`src/rtl/bram_port_arbiter.sv`:
```
// rtl/bram_port_arbiter.sv - round-robin arbiter sharing one BRAM port among requesters
//
// Purpose: grants one single-beat transaction per cycle to one of NUM_REQ
// requesters (round-robin from a registered pointer), drives the BRAM port
// from the granted requester in the same cycle, and routes read data back
// READ_LATENCY cycles after the grant to the requester that issued the read.
//
// Optional feature macro: BRAM_ARB_LOCK_EN (burst lock, capped at MAX_BURST).
//
// Ports:
//   aclk, aresetn       clock and synchronous active-low reset
//   req, lock           per-requester request and burst-lock hint
//   req_addr/wrdata/we  flattened per-requester transaction fields
//   gnt                 one-hot grant (transaction accepted this cycle)
//   rd_valid, rd_data   one-hot read-return strobe and broadcast read data
//   BRAM_*              block-memory port (BRAM_CLK mirrors aclk)

module bram_port_arbiter #(
    parameter int NUM_REQ      = 4,
    parameter int READ_LATENCY = 1,
    parameter int MAX_BURST    = 16
) (
    input  logic                    aclk,
    input  logic                    aresetn,
    input  logic [NUM_REQ-1:0]      req,
    input  logic [NUM_REQ-1:0]      lock,
    input  logic [NUM_REQ*32-1:0]   req_addr,
    input  logic [NUM_REQ*32-1:0]   req_wrdata,
    input  logic [NUM_REQ*4-1:0]    req_we,
    output logic [NUM_REQ-1:0]      gnt,
    output logic [NUM_REQ-1:0]      rd_valid,
    output logic [31:0]             rd_data,
    output logic [31:0]             BRAM_ADDR,
    output logic [31:0]             BRAM_WRDATA,
    output logic [3:0]              BRAM_WE,
    output logic                    BRAM_CLK,
    input  logic [31:0]             BRAM_RDDATA
);

    localparam int IDX_W = (NUM_REQ > 1) ? $clog2(NUM_REQ) : 1;
    localparam int CNT_W = $clog2(MAX_BURST + 1);

    logic [IDX_W-1:0]   r_ptr;
    logic [IDX_W-1:0]   w_sel;
    logic [IDX_W-1:0]   w_ptr_inc;
    logic               w_found;
    logic               w_gnt_valid;
    logic               w_is_read;
    int                 w_cand;
    logic [31:0]        w_sel_addr;
    logic [31:0]        w_sel_wrdata;
    logic [3:0]         w_sel_we;
    logic [31:0]        r_addr_hold;
    logic [31:0]        r_wrdata_hold;

    // Read-return tracking: stage READ_LATENCY-1 is the one presented now.
    logic [READ_LATENCY-1:0]            r_pipe_vld;
    logic [READ_LATENCY-1:0][IDX_W-1:0] r_pipe_idx;

`ifdef BRAM_ARB_LOCK_EN
    logic               r_lock_act;
    logic [IDX_W-1:0]   r_lock_idx;
    logic [CNT_W-1:0]   r_burst_cnt;
    logic [CNT_W-1:0]   w_cnt_base;
`else
    logic               w_unused;
    assign w_unused = ^{lock, CNT_W'(MAX_BURST)};
`endif

    assign BRAM_CLK = aclk;
    assign rd_data  = BRAM_RDDATA;

    // First requesting index at or above the pointer, with wrap-around.
    always_comb begin
        w_found = 1'b0;
        w_sel   = r_ptr;
        w_cand  = 0;
        for (int k = 0; k < NUM_REQ; k++) begin
            w_cand = int'(r_ptr) + k;
            if (w_cand >= NUM_REQ) begin
                w_cand = w_cand - NUM_REQ;
            end
            if (!w_found && req[w_cand]) begin
                w_found = 1'b1;
                w_sel   = IDX_W'(w_cand);
            end
        end
`ifdef BRAM_ARB_LOCK_EN
        // A still-requesting locked owner overrides the rotation.
        if (r_lock_act && req[r_lock_idx]) begin
            w_found = 1'b1;
            w_sel   = r_lock_idx;
        end
`endif
    end

    assign w_gnt_valid  = w_found && aresetn;
    assign w_ptr_inc    = (w_sel == IDX_W'(NUM_REQ - 1)) ? '0 : w_sel + 1'b1;
    assign w_sel_addr   = req_addr[32*int'(w_sel) +: 32];
    assign w_sel_wrdata = req_wrdata[32*int'(w_sel) +: 32];
    assign w_sel_we     = req_we[4*int'(w_sel) +: 4];
    assign w_is_read    = (w_sel_we == 4'h0);

`ifdef BRAM_ARB_LOCK_EN
    // Count continues only while the same owner keeps its lock.
    assign w_cnt_base = (r_lock_act && (w_sel == r_lock_idx)) ? r_burst_cnt : '0;
`endif

    always_comb begin
        gnt = '0;
        if (w_gnt_valid) begin
            gnt[w_sel] = 1'b1;
        end
    end

    // Address/data hold the last granted values while idle; forced to zero in reset.
    always_comb begin
        BRAM_ADDR   = '0;
        BRAM_WRDATA = '0;
        BRAM_WE     = 4'h0;
        if (aresetn) begin
            BRAM_ADDR   = w_gnt_valid ? w_sel_addr   : r_addr_hold;
            BRAM_WRDATA = w_gnt_valid ? w_sel_wrdata : r_wrdata_hold;
            BRAM_WE     = w_gnt_valid ? w_sel_we     : 4'h0;
        end
    end

    always_comb begin
        rd_valid = '0;
        if (aresetn && r_pipe_vld[READ_LATENCY-1]) begin
            rd_valid[r_pipe_idx[READ_LATENCY-1]] = 1'b1;
        end
    end

    always_ff @(posedge aclk) begin
        if (!aresetn) begin
            r_ptr         <= '0;
            r_addr_hold   <= '0;
            r_wrdata_hold <= '0;
            r_pipe_vld    <= '0;
            r_pipe_idx    <= '0;
`ifdef BRAM_ARB_LOCK_EN
            r_lock_act    <= 1'b0;
            r_lock_idx    <= '0;
            r_burst_cnt   <= '0;
`endif
        end else begin
            if (w_gnt_valid) begin
                r_addr_hold   <= w_sel_addr;
                r_wrdata_hold <= w_sel_wrdata;
            end

            for (int s = READ_LATENCY - 1; s > 0; s--) begin
                r_pipe_vld[s] <= r_pipe_vld[s-1];
                r_pipe_idx[s] <= r_pipe_idx[s-1];
            end
            r_pipe_vld[0] <= w_gnt_valid && w_is_read;
            r_pipe_idx[0] <= w_sel;

`ifdef BRAM_ARB_LOCK_EN
            if (w_gnt_valid && lock[w_sel]) begin
                if (w_cnt_base == CNT_W'(MAX_BURST - 1)) begin
                    // Burst cap reached: release the lock and rotate past the owner.
                    r_ptr       <= w_ptr_inc;
                    r_burst_cnt <= '0;
                    r_lock_act  <= 1'b0;
                end else begin
                    r_burst_cnt <= w_cnt_base + 1'b1;
                    r_lock_act  <= 1'b1;
                    r_lock_idx  <= w_sel;
                end
            end else begin
                if (w_gnt_valid) begin
                    r_ptr <= w_ptr_inc;
                end
                r_burst_cnt <= '0;
                r_lock_act  <= 1'b0;
            end
`else
            if (w_gnt_valid) begin
                r_ptr <= w_ptr_inc;
            end
`endif
        end
    end

endmodule

```
`config.mk`:
```
export PLATFORM = sky130hd
export DESIGN_NAME = bram_port_arbiter
export DESIGN_NICKNAME = d
export VERILOG_FILES = /design/src/rtl/bram_port_arbiter.sv
export SDC_FILE = /design/constraint.sdc
export NUM_CORES = 1
export LEC_CHECK = 0
export CAP_MARGIN = 10
export CORE_AREA = 4 4 162 164
export DETAILED_ROUTE_END_ITERATION = 7
export DIE_AREA = 0 0 166 168
export GPL_TIMING_DRIVEN = 0
export PLACE_DENSITY = 0.53
export SLEW_MARGIN = 25
export SYNTH_ARGS = -nofsm -noshare
export SYNTH_HDL_FRONTEND = slang
export SYNTH_SLANG_ARGS = --single-unit
```
`constraint.sdc`:
```
create_clock -name aclk -period 2.5 [get_ports aclk]
set_input_delay 0.375 -clock aclk [delete_from_list [all_inputs] [get_ports aclk]]
set_output_delay 0.375 -clock aclk [all_outputs]
set_load 0.02 [all_outputs]
```
Word level (Yosys, flattened, before mapping)
Index checks and enable logic that the tools add are counted.

operators by class
  $add $sub $neg = 8
  magnitude comparators = 12
  equal/unequal tests = 1
  shifts and indexed selects = 3
  muxes and demuxes = 37
  reductions and logical operators = 12

operators with widths
  cell                                                                number
  two-way mux 32 bit                                                  8
  indexed part select 128 x 8 -> 32 bit                               2
  less-than comparator 32 x 4 -> 1 bit (second input constant)        4
  two-way mux 4 bit                                                   4
  indexed part select 16 x 5 -> 4 bit                                 1
  two-way mux 1 bit                                                   14
  subtractor 3 x 3 -> 4 bit (second input constant)                   3
  two-way mux 2 bit                                                   5
  greater-or-equal comparator 3 bit (second input constant)           3
  binary-select mux 1 bit (select 2 bit)                              4
  logical AND 1 bit                                                   8
  adder 2 x 2 -> 3 bit (second input constant)                        2
  less-than comparator 2 x 3 -> 1 bit (second input constant)         2
  demux 1 bit (select 2 bit)                                          2
  greater-or-equal comparator 2 x 1 -> 1 bit (second input constant)  2
  logical NOT 4 bit                                                   1
  subtractor 2 x 3 -> 4 bit (second input constant)                   1
  adder 2 x 1 -> 3 bit (second input constant)                        1
  greater-or-equal comparator 2 x 3 -> 1 bit (second input constant)  1
  logical NOT 1 bit                                                   3
  adder 2 x 1 -> 2 bit (second input constant)                        1
  == test 2 bit (second input constant)                               1

storage, ports and cells
  register bits after elaboration = 69
  output and inout port bits = 109
  word-level logic and storage cells = 78

Logic depth before layout (Yosys ltp)
Gate-level depths: netlist of the first run.

  word-level depth = 20
  mapped depth = 9
  mapped depth without buffers = 7

==> summary.txt, run 1 <==
Clock tree
  – CTS tree: built
  – CTS clk-pin slew, worst paths: about 0.06 ns
  – Clk_lat worst skew: ~0.45 ns

Synth
  – Post-synthesis compound-gate area fraction: ~15%
  – Post-synth cell types: 33
  – Ranking of synthesized cells by area: mux4_2 32%, dfxtp_1 32%, a22o_1 13%
  – Post-Syn Area: roughly 0.0043 sq mm
  – Synth Instances: 330
  – Most common library cells after synthesis: 69 x dfxtp_1, 64 x a22o_1, 62 x mux4_2, 35 x buf_4, 15 x clkbuf_1
  – Post-synth EDFFs: 0
  – Mux share of post-synthesis cell area: between 30% and 40%
  – Xor/xnor share of the synthesized area: 0%
  – Post-Synth Simple-Gate Area: approximately 4.8%
  – Largest family of logic cells by synthesized area: multiplexers
  – Syn avg cell area: around 13 sq um
  – Sequential fraction of the synthesis area: between 30% and 40%
  – Synth top area share: about a third
  – Syn. warnings: 0
  – Cell taking the most area after synthesis: mux4_2
  – Synth Area in Adders: under 10%
  – Synth async-reset ratio: 0%
  – Most common cell in the synthesized netlist: dfxtp_1
  – Synthesized Nets: roughly 650
  – Yosys reg bits: between 60 and 70
  – Top_reg_cell synth: dfxtp_1

Finish
  – N_diodes: 0
  – Filler instances: about 2400
  – Multi-input gate area: 0.00256 sq mm
  – Final instance count without filler cells: about 1100
  – Share of cells above drive strength 1: 35.6%
  – Final net count: 1085
  – Area grow syn2layout: 124%
  – Register area: between 0.001 and 0.0015 sq mm
  – Final core utilization: roughly two fifths
  – Design area: around 0.0097 sq mm

Global route
  – Most Crowded Layer GR: met2
  – Met3 usage: about 5%
  – Gr usage total: approximately 15%
  – First-pass GRT wire length: about 32 mm
  – M2 GR Usage: around a quarter
  – GRT overflow: 0
  – Vias in the first global route: 5151
  – Largest net degree at the start of global routing: 14
  – Met1 GRT Util: a little under a fifth
  – Initial antenna violation count: 0

Pwr
  – Gate power share: 52.1%
  – LEAKAGE: around 3.9 nW
  – Power per cell area: between 600 and 700 mW/mm^2
  – Switching power: between 1.5 and 2 mW
  – Clk pwr share: roughly a quarter
  – Int Pwr: 4.32 mW
  – VDD IR max: between 0.2 and 0.25 mV
  – Sw Ratio: between 30% and 40%
  – Reg power frac: a little over a fifth

STA
  – Tcrit/Tclk final: 117%
  – Max Clk Rate: around 340 MHz
  – Setup-failing EPs final: around 70
  – Final setup margin: -0.429 ns
  – Max transition margin: about 58%
  – Worst Tran Pin Value: roughly 0.63 ns
  – Slew Viols, Final: 0
  – Clock skew: between 0.009 and 0.01 ns
  – Post-route setup TNS: -26.45 ns
  – Final hold viol count: 0
  – Min cycle time layout: between 2 and 3 ns
  – RSZ-0062 raised after global routing: true

Placement
  – Final Wtd Congestion: approximately 0.82
  – Placed cell area: around 0.0086 sq mm
  – Pre-CTS WS: -1.56 ns
  – Dpl hpwl: around 17 mm
  – Placed cell count: ~1000
  – Port buffer count: approximately 390

Setup path
  – Setup Crit Path Kind: flip-flop to output port
  – Maximum fanout along the worst path: 7
  – Crit end category: output port
  – Path depth of the worst reg2reg path: 9
  – Required @ worst endpoint: around 2.1 ns
  – Critical Path Start Type: flip-flop
  – Worst EP arrival: 2.55 ns

Routing
  – Routed WL per cell: between 15 and 20 um
  – Drt pass-1 iters: 4
  – Via count: about 4700
  – DRC: 0
  – Final wirelength: approximately 22 mm
  – Initial DRC count: around 170
  – Antenna Violating Nets Remaining: 0
  – Drt via density: 4.29

Floorplanning
  – Core area: 0.0249 sq mm
  – Die height: ~170 um
  – Die area: 0.0279 sq mm
  – Site row count: 58
  – Die extent in x: approximately 170 um
  – Initial Util: 17.4%
  – Top-Level Pins: around 420

Status
  – Status: complete, but fails checks
  – Violated checks: negative setup slack

Flow run
  – Max_cap viols: 0

Min path
  – Hold Crit Class: primary input to flip-flop
  – Hold path cells: 4
-- cell usage in the layout, fill, tap and decap left out, types with 4 or more instances in the layout --
master / n
and3_4: 4
mux4_2: 64
clkbuf_16: 15
nor2_1: 5
nor2b_1: 4
buf_2: 8
buf_12: 14
buf_4: 57
buf_8: 4
clkdlybuf4s50_1: 308
a22o_1: 64
dlygate4sd2_1: 4
clkbuf_1: 7
nand2_1: 9
dfxtp_1: 67
mux2i_1: 4
buf_6: 70
clkbuf_2: 8
-- through the flow --
stage	hold slack [ns]	total power, mW
after global placement	0.460	4.20
after global routing	0.469	6.62
after CTS	0.474	6.15
after detailed placement	0.461	4.19
final	0.439	6.28
after floorplan	0.488	2.95
-- area by class of cell --
| type | count | share of cell area [%] |
|---|---|---|
| sequential | 69 | 14.3 |
| clock buffer | 14 | 3.33 |
| inverter | 4 | 0.245 |
| tap | 330 | 4.26 |
| multi-input combinational | 194 | 26.4 |
| timing repair buffer | 423 | 44.9 |
| clock inverter | 6 | 0.710 |
| buffer | 62 | 5.83 |
-- layer usage --
metal	up-vias	part of all wire [%]	wire length [um]
met5	-	0	0
met4	0	1.2	257
met3	16	8.3	1810
met2	263	49	10800
met1	2263	41	9030
li1	2183	-	-
-- state kept, by name, summed over array words and instances (netlist names) --
| name | count |
|---|---|
| r_addr_hold | 32 |
| r_wrdata_hold | 32 |
| r_pipe_idx | 2 |
| r_ptr | 2 |
| r_pipe_vld | 1 |
-- worst paths after layout --
kind | startpoint | end | slack, ns
max | r_ptr[1]$_SDFFE_PN0P_ | BRAM_ADDR[6] | -0.43
min | req[3] | r_ptr[1]$_SDFFE_PN0P_ | 0.44
max reg2reg | r_ptr[1]$_SDFFE_PN0P_ | r_wrdata_hold[0]$_DFF_P_ | 0.21
min reg2reg | r_wrdata_hold[13]$_DFF_P_ | r_wrdata_hold[13]$_DFF_P_ | 0.47
-- timing repair --
item / CTS / global route
hold buffers: 0 / 0
cloned: 4 / 3
endpoints found under the hold margin: 0 / 0
resized for setup: 434 / 79
endpoints found under the setup margin: 137 / 72
pin swaps: 6 / 6
setup buffers: 22 / 11
-- critical path, cell delays in order (launching register included) --
cell and delay [ns]:
dfxtp_4 0.37, nor2b_4 0.13, a2111o_1 0.46, nand2_4 0.16, buf_12 0.17, clkbuf_16 0.15, mux4_2 0.30, a22o_1 0.22
buf_6 0.14
-- logic make-up (layout without fill, tap and decap cells) --
family / after synthesis / in the layout
adders and majority gates: 4 / 4
AOI/OAI and AO/OA: 79 / 79
and+or+nand+nor: 41 / 41
DFF: 69 / 69
muxes: 70 / 70
buffers and inverters: 67 / 509
-- power groups by stage --
stage	Clock (mW)	Sequential (mW)	Combinational, mW
after floorplan	0.0467	1.37	1.54
after CTS	1.70	1.36	3.08
after detailed placement	0.0759	1.38	2.74
after global routing	1.77	1.38	3.47
after global placement	0.0759	1.38	2.74
final	1.64	1.37	3.27
Note: power is estimated with default switching activity, not from simulation.
==> run 2: changes to the inputs <==
--- a/config.mk
+++ b/config.mk
@@ -15,3 +15,4 @@
 export SYNTH_ARGS = -nofsm -noshare
 export SYNTH_HDL_FRONTEND = slang
 export SYNTH_SLANG_ARGS = --single-unit
+export TNS_END_PERCENT = 30
==> run 2 against run 1 <==
  * The run still ends with negative setup slack left
  * Non-clock buffer count decreased by 18
  * Critical path depth did not move
  * First-iteration DRC count is 3.0% lower
  * Sequential share of layout area rose by 0.60 points
  * Clock-buffer cell count is the same
  * Clock skew is 0.00064 ns lower
  * Combinational power decreased by 8.6%
  * Critical path type unchanged
  * Largest cell class unchanged
==> summary.txt, run 2 (same netlist as run 1, synthesis figures left out) <==
Status
  – Status: complete, but fails checks
  – Violated checks: negative setup slack

Pwr
  – Reg power frac: 22.7% (+1.0 points)
  – Switching power: 1.89 mW (-3.6%)
  – Clk pwr share: 27.4% (+1.3 points)
  – Power per cell area: 646 mW/mm^2 (-0.31%)
  – Sw Ratio: 31.5% (+0.24 points)
  – VDD IR max: 0.232 mV (-0.91%)
  – Gate power share: 49.8% (-2.3 points)
  – Int Pwr: 4.12 mW (-4.6%)
  – LEAKAGE: 3.76 nW (-3.5%)

Global route
  – First-pass GRT wire length: 31.8 mm (-0.86%)
  – Initial antenna violation count: 0 (unchanged)
  – Largest net degree at the start of global routing: 14 (unchanged)
  – Vias in the first global route: 5121 (-0.58%)
  – Gr usage total: 14.8% (-0.12 points)
  – GRT overflow: 0 (unchanged)

Placement
  – Dpl hpwl: 17.2 mm (unchanged)
  – Final Wtd Congestion: 0.819 (unchanged)
  – Placed cell area: 0.00860 sq mm (unchanged)
  – Port buffer count: 386 (unchanged)
  – Pre-CTS WS: -1.56 ns (unchanged)

Floorplanning
  – Initial Util: 17.4% (unchanged)
  – Die extent in x: 166 um (unchanged)
  – Core area: 0.0249 sq mm (unchanged)
  – Top-Level Pins: 423 (unchanged)
  – Die area: 0.0279 sq mm (unchanged)
  – Die height: 168 um (unchanged)
  – Site row count: 58 (unchanged)

Clock tree
  – Clk_lat worst skew: 0.45 ns (about the same)
  – CTS tree: built
  – CTS clk-pin slew, worst paths: 0.06 ns (about the same)
  – Hold buffer count at CTS: 0 (unchanged)

Finish
  – Filler instances: 2454 (+1.3%)
  – Most frequent cells in the layout: 308 x clkdlybuf4s50_1, 67 x dfxtp_1, 64 x a22o_1
  – Area grow syn2layout: 115%
  – Final net count: 1067 (-1.7%)
  – Register area: 0.00139 sq mm (unchanged)
  – Design area: 0.00930 sq mm (-4.0%)
  – Share of cells above drive strength 1: 32.8% (-2.9 points)
  – Commonest non-fill, non-tap cell in the layout: clkdlybuf4s50_1
  – Top Registers: r_addr_hold x32, r_wrdata_hold x32
  – N_diodes: 0 (unchanged)
  – Multi-input gate area: 0.00247 sq mm (-3.3%)

Setup path
  – Required @ worst endpoint: 2.12 ns (about the same)
  – Critical path launch point: r_ptr[1]$_SDFFE_PN0P_
  – Crit path depth: 8 (unchanged)
  – Critical Path Max Stage Delay: 0.46 ns (about the same)
  – Buf/Inv on CP: 3 (unchanged)
  – Worst EP arrival: 2.56 ns (about the same)
  – Slowest CP cell: a2111o_1
  – Path depth of the worst reg2reg path: 8 (-1)
  – CP Cell Sequence: nor2b_4 -> a2111o_1 -> nand2_4 -> buf_12 -> clkbuf_16 -> mux4_2 -> a22o_1 -> buf_6
  – Maximum fanout along the worst path: 8 (+1)
  – Worst reg2reg startpoint: r_ptr[1]$_SDFFE_PN0P_
  – Crit end category: output port
  – CP delay by family, top: compound AO/OA/AOI/OAI gates
  – Setup Crit Path Kind: flip-flop to output port
  – Critical Path Start Type: flip-flop

Min path
  – Hold_sp: req[3]
  – Hold path cells: 4 (unchanged)
  – Hold Crit Class: primary input to flip-flop

Routing
  – Via count: 4625 (-2.1%)
  – DRC: 0 (unchanged)
  – Final wirelength: 21.7 mm (-1.1%)
  – Routed WL per cell: 20.0 um (+0.56%)
  – Antenna Violating Nets Remaining: 0 (unchanged)
  – Initial DRC count: 162 (-3.0%)
  – Drt via density: 4.27 (-0.49%)
  – Drt pass-1 iters: 6 (+2)

STA
  – Hold WS: 0.437 ns (-0.00185 ns)
  – Worst Tran Pin Value: 0.638 ns (+0.00985 ns)
  – Final hold viol count: 0 (unchanged)
  – Tcrit/Tclk final: 117% (+0.15 points)
  – Post-route setup TNS: -25.17 ns (+1.27 ns)
  – Min cycle time layout: 2.93 ns (+0.00383 ns)
  – Max transition margin: 57.5% (-0.66 points)
  – Max Clk Rate: 341 MHz (-0.13%)
  – RSZ-0062 raised after global routing: true
  – Clock skew: 0.00907 ns (-0.000640 ns)
  – Slew Viols, Final: 0 (unchanged)
  – Final setup margin: -0.432 ns (-0.00383 ns)
  – Setup-failing EPs final: 72 (unchanged)

Flow run
  – Max_cap viols: 0 (unchanged)
-- run 2: cell count changes in the layout (fill, tap and decap cells not counted), moves of 3 or more --
cell / change
and3_1: +4
buf_8: -3
buf_2: +12
and3_4: -4
ha_1: +4
buf_4: -4
ha_4: -3
buf_6: -21
-- run 2: power groups by stage --
stage / Sequential, mW / Combinational [mW] / Clock (mW)
after CTS: 1.36 / 2.94 / 1.71
after detailed placement: 1.38 / 2.74 / 0.0759
after floorplan: 1.37 / 1.54 / 0.0467
final: 1.37 / 2.99 / 1.65
after global routing: 1.38 / 3.20 / 1.78
after global placement: 1.38 / 2.74 / 0.0759
-- run 2: path summary, 6_finish.rpt --
check             slack [ns]                        end
hold reg to reg         0.47  r_wrdata_hold[13]$_DFF_P_
hold / removal          0.44      r_ptr[1]$_SDFFE_PN0P_
setup reg to reg        0.24  r_wrdata_hold[26]$_DFF_P_
setup / recovery       -0.43              BRAM_ADDR[20]
-- run 2: cell type report --
cell class / instances / area share, %
buffer: 61 / 5.81
inverter: 4 / 0.161
clock buffer: 14 / 3.46
tap: 330 / 4.44
multi-input combinational: 194 / 26.6
clock inverter: 6 / 0.740
sequential: 69 / 14.9
timing repair buffer: 406 / 43.9
-- run 2: worst register-to-register path: cells and delay by family, from the launching register on --
kind / cells / cell delay [ns]
AOI/OAI and AO/OA: 2 / 0.68
buffers and inverters: 3 / 0.49
DFF: 1 / 0.37
muxes: 1 / 0.34
and+or+nand+nor: 2 / 0.28
-- run 2: stage by stage --
step / total power, mW / cells / utilization (%)
global placement: 4.20 / 1046 / 34.6
floorplan: 2.95 / 330 / -
detailed placement: 4.19 / 1046 / 34.6
finish: 6.01 / 1084 / 37.4
global route: 6.35 / 1084 / 37.4
CTS: 6.01 / 1079 / 36.7
-- run 2: timing repair --
item / CTS / global route
pin swaps: 3 / 3
resized for setup: 407 / 43
setup endpoints to repair: 137 / 72
setup buffers: 12 / 4
gates cloned: 3 / 4
-- run 2: routing by layer --
layer,vias to the layer above,share of wire [%],global-route usage [%]
li1,2146,-,-
met1,2203,41,18.5
met2,260,49,24.8
met3,16,8.1,5.02
met4,0,1.2,3.80
met5,-,0,0
==> run 3: changes to the inputs <==
--- a/config.mk
+++ b/config.mk
@@ -5,7 +5,7 @@
 export SDC_FILE = /design/constraint.sdc
 export NUM_CORES = 1
 export LEC_CHECK = 0
-export CAP_MARGIN = 10
+export CAP_MARGIN = 20
 export CORE_AREA = 4 4 162 164
 export DETAILED_ROUTE_END_ITERATION = 7
 export DIE_AREA = 0 0 166 168
==> results of run 3 <==
Same layout as run 2: the final DEF is identical, and so are final timing and power.
